### config.mk
export PLATFORM = sky130hd
export DESIGN_NAME = fetch_pack
export DESIGN_NICKNAME = d
export VERILOG_FILES = /design/src/rtl/fetch_pkg.sv /design/src/rtl/pc_fifo.sv /design/src/rtl/fetch_pack.sv
export SDC_FILE = /design/constraint.sdc
export NUM_CORES = 1
export LEC_CHECK = 0
export BUFFER_PORTS_ARGS = -buffer_cell sky130_fd_sc_hd__buf_4
export CORE_UTILIZATION = 45
export CTS_CLUSTER_DIAMETER = 200
export DETAILED_ROUTE_END_ITERATION = 10
export PLACE_DENSITY = 0.73
export SLEW_MARGIN = 20
export SYNTH_ARGS = -nofsm -noshare
export SYNTH_HDL_FRONTEND = slang
export SYNTH_SLANG_ARGS = --single-unit
### constraint.sdc
create_clock -name clk -period 15.85 [get_ports clk]
set_input_delay 3.17 -clock clk [delete_from_list [all_inputs] [get_ports clk]]
set_output_delay 3.17 -clock clk [all_outputs]
set_load 0.01 [all_outputs]
### src/rtl/fetch_pkg.sv
// Shared types and helpers for the instruction fetch front end.
package fetch_pkg;

   localparam logic [31:0] DEF_RESET_PC = 32'hBFC0_0000;

   typedef struct packed {
      logic [31:0] pc;
      logic [31:0] instr;
   } fetch_item_t;

   function automatic logic [2:0] popcount4(input logic [3:0] v);
      return {2'b00, v[0]} + {2'b00, v[1]} + {2'b00, v[2]} + {2'b00, v[3]};
   endfunction

endpackage

### src/rtl/pc_fifo.sv
// Small PC FIFO, one entry per outstanding fetch; read data is the head entry, combinational.
// Push and pop may share a cycle; the owner guarantees no overflow/underflow, so there is no backpressure.
module pc_fifo #(
   parameter int DEPTH = 2,
   parameter int W     = 32
) (
   input  logic         clk,
   input  logic         rst,
   input  logic         push_vld,
   input  logic [W-1:0] push_dat,
   input  logic         pop_vld,
   output logic [W-1:0] pop_dat
);
   localparam int AW = (DEPTH > 1) ? $clog2(DEPTH) : 1;

   logic [W-1:0]  r_mem [DEPTH];
   logic [AW-1:0] r_wptr;
   logic [AW-1:0] r_rptr;

   function automatic logic [AW-1:0] nxt(input logic [AW-1:0] p);
      return (p == AW'(DEPTH - 1)) ? '0 : p + 1'b1;
   endfunction

   always_ff @(posedge clk) begin
      if (!rst) begin
         r_wptr <= '0;
         r_rptr <= '0;
         for (int i = 0; i < DEPTH; i++) r_mem[i] <= '0;
      end else begin
         if (push_vld) begin
            r_mem[r_wptr] <= push_dat;
            r_wptr        <= nxt(r_wptr);
         end
         if (pop_vld) r_rptr <= nxt(r_rptr);
      end
   end

   assign pop_dat = r_mem[r_rptr];

endmodule

### src/rtl/fetch_pack.sv
// Fetch front end: issues aligned I-cache requests and packs responses into two queue lanes.
// Response to lanes in 1 cycle; requests are throttled by queue credits and the in-flight cap.
module fetch_pack
   import fetch_pkg::*;
#(
   parameter logic [31:0] RESET_PC     = DEF_RESET_PC,
   parameter int          MAX_INFLIGHT = 2,
   parameter int          QDEPTH       = 4
) (
   input  logic        clk,
   input  logic        rst,
   input  logic        redirect_valid,
   input  logic [31:0] redirect_pc,
   output logic        req_valid,
   input  logic        req_ready,
   output logic [31:0] req_addr,
   input  logic        resp_valid,
   input  logic [63:0] resp_data,
   input  logic [3:0]  q_valids,
   output logic        vinA,
   output logic [63:0] inA,
   output logic        vinB,
   output logic [63:0] inB
);
   localparam int CW = $clog2(MAX_INFLIGHT + 1);

   logic [31:0]   r_pc;
   logic [CW-1:0] r_inflight;
   logic [CW-1:0] r_discard;
   logic          r_run;
   logic          r_vinA;
   logic          r_vinB;
   fetch_item_t   r_inA;
   fetch_item_t   r_inB;

   logic          w_acc;
   logic          w_rsp;
   logic [31:0]   w_rq_pc;
   logic [CW-1:0] w_inflight_nxt;
   logic [7:0]    w_free;
   logic [7:0]    w_reserved;

   // Live in-flight requests each reserve two slots; lanes on the output are not yet in q_valids.
   assign w_free     = 8'(QDEPTH) - 8'(popcount4(q_valids));
   assign w_reserved = 8'({r_inflight - r_discard, 1'b0}) + 8'(r_vinA) + 8'(r_vinB);

   assign req_valid = r_run & (r_inflight < CW'(MAX_INFLIGHT))
                    & (w_free >= w_reserved + 8'd2) & ~redirect_valid;
   assign req_addr  = {r_pc[31:3], 3'b000};

   assign w_acc          = req_valid & req_ready;
   assign w_rsp          = resp_valid & (r_inflight != '0);
   assign w_inflight_nxt = r_inflight + CW'(w_acc) - CW'(w_rsp);

   pc_fifo #(.DEPTH(MAX_INFLIGHT), .W(32)) u_rq_pc (
      .clk      (clk),
      .rst      (rst),
      .push_vld (w_acc),
      .push_dat (r_pc),
      .pop_vld  (w_rsp),
      .pop_dat  (w_rq_pc)
   );

   always_ff @(posedge clk) begin
      if (!rst) begin
         r_pc       <= RESET_PC;
         r_inflight <= '0;
         r_discard  <= '0;
         r_run      <= 1'b0;
         r_vinA     <= 1'b0;
         r_vinB     <= 1'b0;
         r_inA      <= '0;
         r_inB      <= '0;
      end else begin
         r_run      <= 1'b1;
         r_inflight <= w_inflight_nxt;
         r_vinA     <= 1'b0;
         r_vinB     <= 1'b0;
         if (redirect_valid) begin
            // Everything still outstanding after this edge belongs to the old path.
            r_pc      <= redirect_pc;
            r_discard <= w_inflight_nxt;
         end else begin
            if (w_acc) r_pc <= {r_pc[31:3] + 29'd1, 3'b000};
            if (w_rsp) begin
               if (r_discard != '0) begin
                  r_discard <= r_discard - 1'b1;
               end else if (!w_rq_pc[2]) begin
                  r_vinA <= 1'b1;
                  r_inA  <= '{pc: w_rq_pc, instr: resp_data[31:0]};
                  r_vinB <= 1'b1;
                  r_inB  <= '{pc: w_rq_pc + 32'd4, instr: resp_data[63:32]};
               end else begin
                  r_vinA <= 1'b1;
                  r_inA  <= '{pc: w_rq_pc, instr: resp_data[63:32]};
               end
            end
         end
      end
   end

   assign vinA = r_vinA;
   assign inA  = r_inA;
   assign vinB = r_vinB;
   assign inB  = r_inB;

   a_resp_needs_request: assert property (@(posedge clk) disable iff (!rst)
      resp_valid |-> (r_inflight != '0));

endmodule

==> metrics.txt, run 1 <==
largest cells by area after synthesis dfxtp_1, edfxtp_1, mux2i_1; ys flop type dfxtp_1; static leakage between 0.005 and 0.006 µW; Avg Cell Area, Syn 9.60 µm²; Sw Ratio 30.5%; multi-input logic area 0.00451 mm²; area leader, netlist dfxtp_1; CP Launch Type input port; # setup viols final 0; HPWL after DPL 19400 µm; core box area 0.0227 mm²; Worst Setup Path Type in2out; Worst Setup End Kind output port; number of synthesized register bits 234; die area about 0.024 mm²; slowest cell delay on critical path 0.54 ns; Crit path buffers/inverters 3; CTS tree yes; sequential area share after synthesis 50.9%; DRC 0; Skew-Pair Late Insertion Delay 0.53 ns; Std-Cell Rows 55; DR vias between 8000 and 9000; PostCTS Resize Cnt 0; PortBufs ~260; slew of the pin with the lowest slew margin 0.959 ns; CTS buffer count 26; Core Util, Final 57.9%; maximum capacitance violations 0; post-synthesis cell area roughly 0.010 mm²; hold buffers post-CTS 0; overflow left after global routing 0; worst-path cell chain buf_4 -> fa_1 -> inv_1 -> ha_1 -> ha_1 -> ha_1 -> a21o_1 -> a31oi_1 -> nor4b_1 -> buf_4; cells after synthesis 1090; Max Slew Vio Count 0; combinational share of power between 20% and 30%; gr usage total 22.3%; Hold Path Depth 2; largest net degree at the start of global routing 91; r2r setup slk 11.84 ns; fin crit period 8.51 ns; worst r2r path cells 18; # diodes 0; asr flop ratio synth 0%; met1 Resource Use GR 29.6%; internal power 1200 µW; fmax ~120 MHz; hold violation count in the final report 0; DIE WIDTH 155 µm; maximum vdd drop 0.0698 mV; Tcrit/Tclk final 53.7%; CP dominant cell by count ha_1; initial antenna violation count 0; # clock sinks 234; Avg WL per Cell 17.3 µm; root buf cell clkbuf_16; Post-Route Setup TNS 0 ns; min-delay worst type reg2reg; Crit Path Max Fanout 5; setup repair after global routing missed its margin false; H-tree depth 1; Routed WL roughly 28000 µm; P&R area growth vs syn 25.6%; first-pass GRT wire length 42600 µm; outcome complete, no violations; drt first pass iters 5; Clk pwr share 32.9%; register area 0.00533 mm²; CTS Buffer Depth 3; NetSw between 500 and 600 µW; GRT busiest layer met2; Synth cell types 64; layout cells sized above 1 25.2%; Setup Skew 0.0132 ns; fill count slightly above 2000; met2 Use GR 37.3%; Sequential Power Share 42.4%; Post-synth EDFFs 64; final worst slack 7.34 ns; io pins 268; PwrDens 131 mW/mm²; met3 Use GR 4.96%; Critical Path RT between 10 and 15 ns; Place WS 7.32 ns; headroom to the max-slew limit 36.1%; crit path DAT roughly 5.3 ns; Post-DRT Antenna Nets 0; fin nets 1403; Post-CTS Setup Repair Bufs 0; Crit path depth 10; YS warnings 0; Starting Density 46.1%; cell family with most CP delay adder cells; area share of the largest cell type after synthesis 32.5%; die height 155 µm; RePlAce Congestion 0.805; Starting DRT DRC Count 505; vias in the first global route between 7000 and 8000; post-DR vias/cell 5.32; Critical-path top delay cell fa_1; Reg clk slew, reported paths roughly 0.06 ns
## worst register-to-register path, delay by kind of cell (launching register included)
family / cells / cell delay, ns
DFF: 1 / 0.37
and+or+nand+nor: 2 / 0.15
xor gates and xnor gates: 4 / 0.55
adders and majority gates: 5 / 1.30
buffers and inverters: 4 / 0.82
AOI/OAI and AO/OA: 3 / 0.69
## cell families after synthesis
group	after synthesis	share of synthesized area (%)
AND/OR/NAND/NOR	392	18.6
flip-flops	234	50.9
AO/OA/AOI/OAI	227	14.1
buffers and inverters	134	6.41
multiplexers	68	6.53
XOR/XNOR	20	1.74
adder cells (fa/ha/maj)	14	1.74
other	1	0.0358
## cells in the final DEF, fill, tap and decap left out, types with 8 or more instances in the layout
cell	n
a211oi_1	75
a21oi_1	73
and2_1	63
buf_4	275
clkbuf_16	27
dfxtp_1	169
edfxtp_1	64
ha_1	13
inv_1	21
mux2i_1	65
nand2_1	114
nand3_1	27
nand4_1	14
nand4b_1	8
nor2_1	107
nor3_1	8
nor4_1	10
o21ai_0	32
xnor2_1	10
xor2_1	9
## path summary, 6_finish.rpt
check	from	to
max	q_valids[1]	req_valid
min	inB[47]	inB[47]
max reg2reg	r_inflight[0]	r_discard[1]
min reg2reg	inB[47]	inB[47]
## per-layer routing
layer / wire length [µm] / part of all wire (%)
met3: 1950 / 7.1
met2: 12700 / 46
met4: 395 / 1.4
met1: 12400 / 45
met5: 0 / 0
## state kept, by name (all words and copies together), names as in the netlist, named ones only
register / count
r_pc: 32
u_rq_pc.r_rptr: 1
r_run: 1
r_discard: 2
vinA: 1
u_rq_pc.r_mem: 64
inB: 64
r_inflight: 2
inA: 64
vinB: 1
u_rq_pc.r_wptr: 1
## power by group through the flow
stage	Sequential [µW]	Clock, µW	Combinational, µW
detailed placement	743	0	430
finish	730	567	426
global placement	739	0	420
floorplan	748	0	268
CTS	730	579	431
global route	738	603	469
## layout make-up
class	instances	share of cell area [%]
Clock inverter	14	0.752
Timing Repair Buffer	275	15.7
Tap cell	285	2.71
Sequential cell	234	40.5
Inverter	23	0.676
Clock buffer	34	5.34
Multi-Input combinational cell	724	34.3
## stage by stage
stage / total power (µW) / hold WS [ns] / std cells / instance area (µm²)
after floorplan: 1020 / 0.452 / 1092 / 10500
after global placement: 1160 / 0.441 / 1541 / 12300
after detailed placement: 1170 / 0.447 / 1541 / 12300
after CTS: 1740 / 0.454 / 1589 / 13100
after global routing: 1810 / 0.470 / 1589 / 13100
final: 1720 / 0.452 / 1589 / 13100
## cell usage after synthesis, types with 27 or more instances
cell and n:
dfxtp_1 170, nand3_1 27, nand2_1 115, o21ai_0 33
buf_4 32, nor2_1 107, and2_1 64, edfxtp_1 64
clkbuf_1 54, a211oi_1 75, a21oi_1 73, mux2i_1 66
No activity file was read; power rests on OpenSTA's default activity.
==> inputs of run 2 (changes only) <==
--- a/config.mk
+++ b/config.mk
@@ -9,7 +9,7 @@
 export CORE_UTILIZATION = 45
 export CTS_CLUSTER_DIAMETER = 200
 export DETAILED_ROUTE_END_ITERATION = 10
-export PLACE_DENSITY = 0.73
+export PLACE_DENSITY = 0.75
 export SLEW_MARGIN = 20
 export SYNTH_ARGS = -nofsm -noshare
 export SYNTH_HDL_FRONTEND = slang
==> constraint.sdc (replaced) <==
create_clock -name clk -period 7.2 [get_ports clk]
set_input_delay 1.44 -clock clk [delete_from_list [all_inputs] [get_ports clk]]
set_output_delay 1.44 -clock clk [all_outputs]
set_load 0.01 [all_outputs]
==> run 2 against run 1 <==
Compared with the run above: hold slack worse by 0.00080 ns; clock skew down 0.0011 ns; sequential cell count is the same; power rose by 120%; global-route usage increased by 0.97 points; count of clock-buffer cells in the layout increased by 4; critical path type unchanged; critical endpoint unchanged.
==> metrics.txt, run 2 (synthesis results as in run 1) <==
worst hold start inB[47]; r2r setup slk between 3 and 4 ns; # clock sinks 234; Clk pwr share between 30% and 40%; Hold Path Depth 2; DR vias ~8600; min-delay worst type reg2reg; Avg WL per Cell 17.7 µm; Sequential Power Share 42.3%; first-pass GRT wire length 44500 µm; final instance area 0.0132 mm²; headroom to the max-slew limit 35.6%; PwrDens 289 mW/mm²; Worst Setup End Kind output port; fill count about 2000; CP Launch Type input port; R2R Path End r_discard[1]; post-DR vias/cell 5.44; hold violation count in the final report 0; RePlAce Congestion 0.793; die height 155 µm; PortBufs 264; P&R area growth vs syn 25.8%; layout cells sized above 1 25.3%; Routed WL 28100 µm; Worst Setup Path Type in2out; core box area 0.0227 mm²; DP Cell Count 1541; Sw Ratio 30.0%; multi-input logic area 0.00451 mm²; combinational share of power 24.4%; vias in the first global route 8161; drt first pass iters 7; worst hold path endpoint inB[47]; Setup Skew 0.0122 ns; worst-path cell chain buf_4 -> fa_1 -> inv_1 -> ha_1 -> ha_1 -> ha_1 -> a21o_1 -> a31oi_1 -> nor4b_1 -> buf_4; maximum capacitance violations 0; most frequent cells in the layout buf_4, dfxtp_1, nand2_1; Skew-Pair Late Insertion Delay 0.53 ns; CTS Buffer Depth 3; DP Area 0.0123 mm²; internal power 2660 µW; fin crit period 5.01 ns; DIE WIDTH 155 µm; FF-to-FF Start r_inflight[0]; setup repair after global routing missed its margin false; PostCTS Resize Cnt 0; initial antenna violation count 1; Critical Path RT 5.76 ns; Post-CTS Setup Repair Bufs 0; CTS tree yes; Place WS 2.01 ns; Max Slew Vio Count 0; worst r2r path cells 18; root buf cell clkbuf_16; final worst slack between 2 and 2.5 ns; slew of the pin with the lowest slew margin 0.966 ns; io pins roughly 270; NetSw ~1100 µW; Post-Route Setup TNS 0 ns; hold buffers post-CTS 0; fin nets 1403; HPWL after DPL 19800 µm; Post-Layout Cell Count 1588; overflow left after global routing 0; CP dominant cell by count ha_1; gr usage total 23.2%; Reg clk slew, reported paths roughly 0.060 ns; slowest cell delay on critical path 0.52 ns; static leakage 0.00525 µW; die area 0.0239 mm²; H-tree depth 1; most common cell after layout, fill and taps aside buf_4; fmax about 200 MHz; DRC 0; largest net degree at the start of global routing 85; Starting DRT DRC Count 584; maximum vdd drop roughly 0.13 mV; Std-Cell Rows 55; Starting Density 46.1%; Crit Path Max Fanout 5; CTS buffer count 26; outcome complete, no violations; Post-DRT Antenna Nets 0; crit path DAT 3.57 ns; Critical-path top delay cell fa_1; Tcrit/Tclk final roughly 70%; register area 0.00533 mm²; # setup viols final 0
run 2: area by class of cell:
type | count | area share, %
multi-input combinational | 724 | 34.3
inverter | 23 | 0.675
clock inverter | 8 | 0.523
sequential | 234 | 40.5
tap | 285 | 2.71
timing repair buffer | 275 | 15.7
clock buffer | 38 | 5.67
antenna | 1 | 0.0190
run 2: through the flow:
step / hold WS [ns] / util (%) / total power, µW
2_1_floorplan: 0.452 / - / 2240
4_1_cts: 0.454 / 57.9 / 3830
6_report: 0.451 / 58.0 / 3810
5_1_grt: 0.471 / 58.0 / 4000
3_3_place_gp: 0.442 / 54.3 / 2550
3_5_place_dp: 0.446 / 54.3 / 2570
run 2: worst max-delay path, delay by kind of cell:
family | cells | cell delay [ns]
buffers and inverters | 3 | 0.31
adders and majority gates | 4 | 1.20
AOI/OAI and AO/OA | 2 | 0.51
and+or+nand+nor | 1 | 0.11
run 2: routing by layer:
metal	wire (µm)	global-route usage (%)	vias up
met5	0	0	-
met4	384	5.61	0
met3	2040	4.37	32
met2	13300	38.7	318
met1	12400	31.2	4036
li1	-	-	4254
run 2: worst max path at each step:
stage,startpoint,endpoint,cells past startpoint
after floorplan,q_valids[1],u_rq_pc.r_mem[0][0],10
after global placement,q_valids[1],r_discard[1],18
after detailed placement,q_valids[1],r_discard[1],18
after CTS,q_valids[1],req_valid,10
after global routing,q_valids[1],req_valid,10
final,q_valids[1],req_valid,10
run 2: power groups by stage:
stage / sequential (µW) / combinational (µW) / clock [µW]
after floorplan: 1650 / 589 / 0
after global placement: 1630 / 916 / 0
after detailed placement: 1640 / 933 / 0
after CTS: 1610 / 936 / 1290
after global routing: 1630 / 1030 / 1340
final: 1610 / 928 / 1270
==> inputs of run 3 (changes only) <==
--- a/config.mk
+++ b/config.mk
@@ -9,7 +9,7 @@
 export CORE_UTILIZATION = 45
 export CTS_CLUSTER_DIAMETER = 200
 export DETAILED_ROUTE_END_ITERATION = 10
-export PLACE_DENSITY = 0.75
+export PLACE_DENSITY = 0.73
 export SLEW_MARGIN = 20
 export SYNTH_ARGS = -nofsm -noshare
 export SYNTH_HDL_FRONTEND = slang
==> constraint.sdc (replaced) <==
create_clock -name clk -period 4.73 [get_ports clk]
set_input_delay 0.946 -clock clk [delete_from_list [all_inputs] [get_ports clk]]
set_output_delay 0.946 -clock clk [all_outputs]
set_load 0.01 [all_outputs]
==> run 3 against run 2 <==
Compared with the run above: setup slack got worse by 1.6 ns; hold slack improved by 0.0025 ns; wire length shrank 1.4%; die area stayed put; non-clock buffer count up 6; combinational power up 53%; clock skew shrank 0.0044 ns; clock power is 52% higher; sequential cell count unchanged; count of clock-buffer cells in the layout down 3; global-route usage is 0.68 points lower.
==> metrics.txt, run 3 (synthesis results as in run 1) <==
Max Slew Vio Count 0; P&R area growth vs syn 26.2%; Place WS 0.374 ns; initial antenna violation count 0; PortBufs 264; vias in the first global route around 7900; fill count 2004; Reg clk slew, reported paths approximately 0.060 ns; PostCTS Resize Cnt 0; Clk pwr share 33.2%; r2r setup slk around 1.2 ns; # setup viols final 0; headroom to the max-slew limit 44.6%; worst hold start inB[44]; slew of the pin with the lowest slew margin roughly 0.83 ns; crit path DAT 3.15 ns; outcome complete, no violations; Worst Setup End Kind output port; H-tree depth 1; most frequent cells in the layout buf_4, dfxtp_1, nand2_1; core box area between 0.02 and 0.025 mm²; fin crit period 4.09 ns; io pins 268; Post-CTS Setup Repair Bufs 0; setup repair after global routing missed its margin false; overflow left after global routing 0; min-delay worst type reg2reg; Setup Skew 0.00775 ns; Crit Path Max Fanout 5; CP Launch Type input port; Sequential Power Share 42.2%; maximum capacitance violations 0; internal power 4080 µW; Sw Ratio 29.8%; hold buffers post-CTS 0; DIE WIDTH 155 µm; Skew-Pair Late Insertion Delay 0.51 ns; Avg WL per Cell 17.4 µm; NetSw between 1500 and 2000 µW; Starting Density between 40% and 50%; CTS buffer count 25; worst r2r path cells 17; maximum vdd drop 0.204 mV; DR vias 8592; RePlAce Congestion 0.798; Critical Path RT roughly 3.8 ns; CTS tree yes; worst hold path endpoint inB[44]; R2R Path End r_discard[1]; root buf cell clkbuf_16; static leakage about 0.0053 µW; Routed WL 27700 µm; Tcrit/Tclk final between 80% and 90%; largest net degree at the start of global routing 74; Std-Cell Rows 55; hold violation count in the final report 0; combinational share of power between 20% and 30%; Post-Route Setup TNS 0 ns; HPWL after DPL 19400 µm; PwrDens 439 mW/mm²; CTS Buffer Depth 3; die height around 150 µm; Hold Path Depth 2; post-DR vias/cell 5.40; final worst slack 0.635 ns; fmax 244 MHz; layout cells sized above 1 about a quarter; most common cell after layout, fill and taps aside buf_4; FF-to-FF Start r_inflight[0]; drt first pass iters 8; Starting DRT DRC Count about 550; DRC 0; die area 0.0239 mm²; # diodes 0; first-pass GRT wire length 43100 µm; Worst Setup Path Type in2out; gr usage total 22.6%; fin nets 1408; # clock sinks 234; Post-DRT Antenna Nets 0; Core Util, Final 58.2%
-- run 3: cell type report --
type | instances | area (µm²) | share of cell area [%]
sequential | 234 | 5330 | 40.3
multi-input combinational | 724 | 4510 | 34.1
timing repair buffer | 281 | 2120 | 16.1
clock buffer | 35 | 716 | 5.42
tap | 285 | 357 | 2.70
clock inverter | 8 | 92.6 | 0.701
inverter | 23 | 88.8 | 0.672
-- run 3: worst max path at each step --
stage | cells after the start | start | end
detailed placement | 17 | q_valids[1] | r_discard[1]
finish | 10 | q_valids[1] | req_valid
CTS | 10 | q_valids[1] | req_valid
floorplan | 10 | q_valids[1] | u_rq_pc.r_mem[0][0]
global placement | 17 | q_valids[1] | r_discard[1]
global route | 10 | q_valids[1] | req_valid
-- run 3: per-stage QoR --
step | instances | cell area, µm² | hold WS (ns) | total power (µW)
2_1_floorplan | 1092 | 10500 | 0.452 | 3400
3_3_place_gp | 1547 | 12400 | 0.443 | 3890
3_5_place_dp | 1547 | 12400 | 0.447 | 3930
4_1_cts | 1590 | 13200 | 0.455 | 5860
5_1_grt | 1590 | 13200 | 0.472 | 6100
6_report | 1590 | 13200 | 0.453 | 5810
-- run 3: critical path, stage by stage --
cell     delay (ns)
buf_4          0.11
fa_1           0.52
inv_1          0.04
ha_1           0.17
ha_1           0.18
ha_1           0.31
a21o_1         0.16
a31oi_1        0.41
nor4b_1        0.12
buf_4          0.17
-- run 3: per-layer routing --
| metal | vias to the layer above | global-route usage [%] | share of wire, % |
|---|---|---|---|
| li1 | 4244 | - | - |
| met1 | 3998 | 30.1 | 44 |
| met2 | 318 | 37.7 | 47 |
| met3 | 32 | 4.71 | 7.5 |
| met4 | 0 | 4.95 | 1.4 |
| met5 | - | 0 | 0 |
-- run 3: power groups by stage --
stage | Combinational [µW] | Sequential (µW) | Clock (µW)
floorplan | 899 | 2500 | 0
global placement | 1410 | 2490 | 0
detailed placement | 1430 | 2500 | 0
CTS | 1440 | 2450 | 1970
global route | 1570 | 2480 | 2040
finish | 1420 | 2450 | 1930
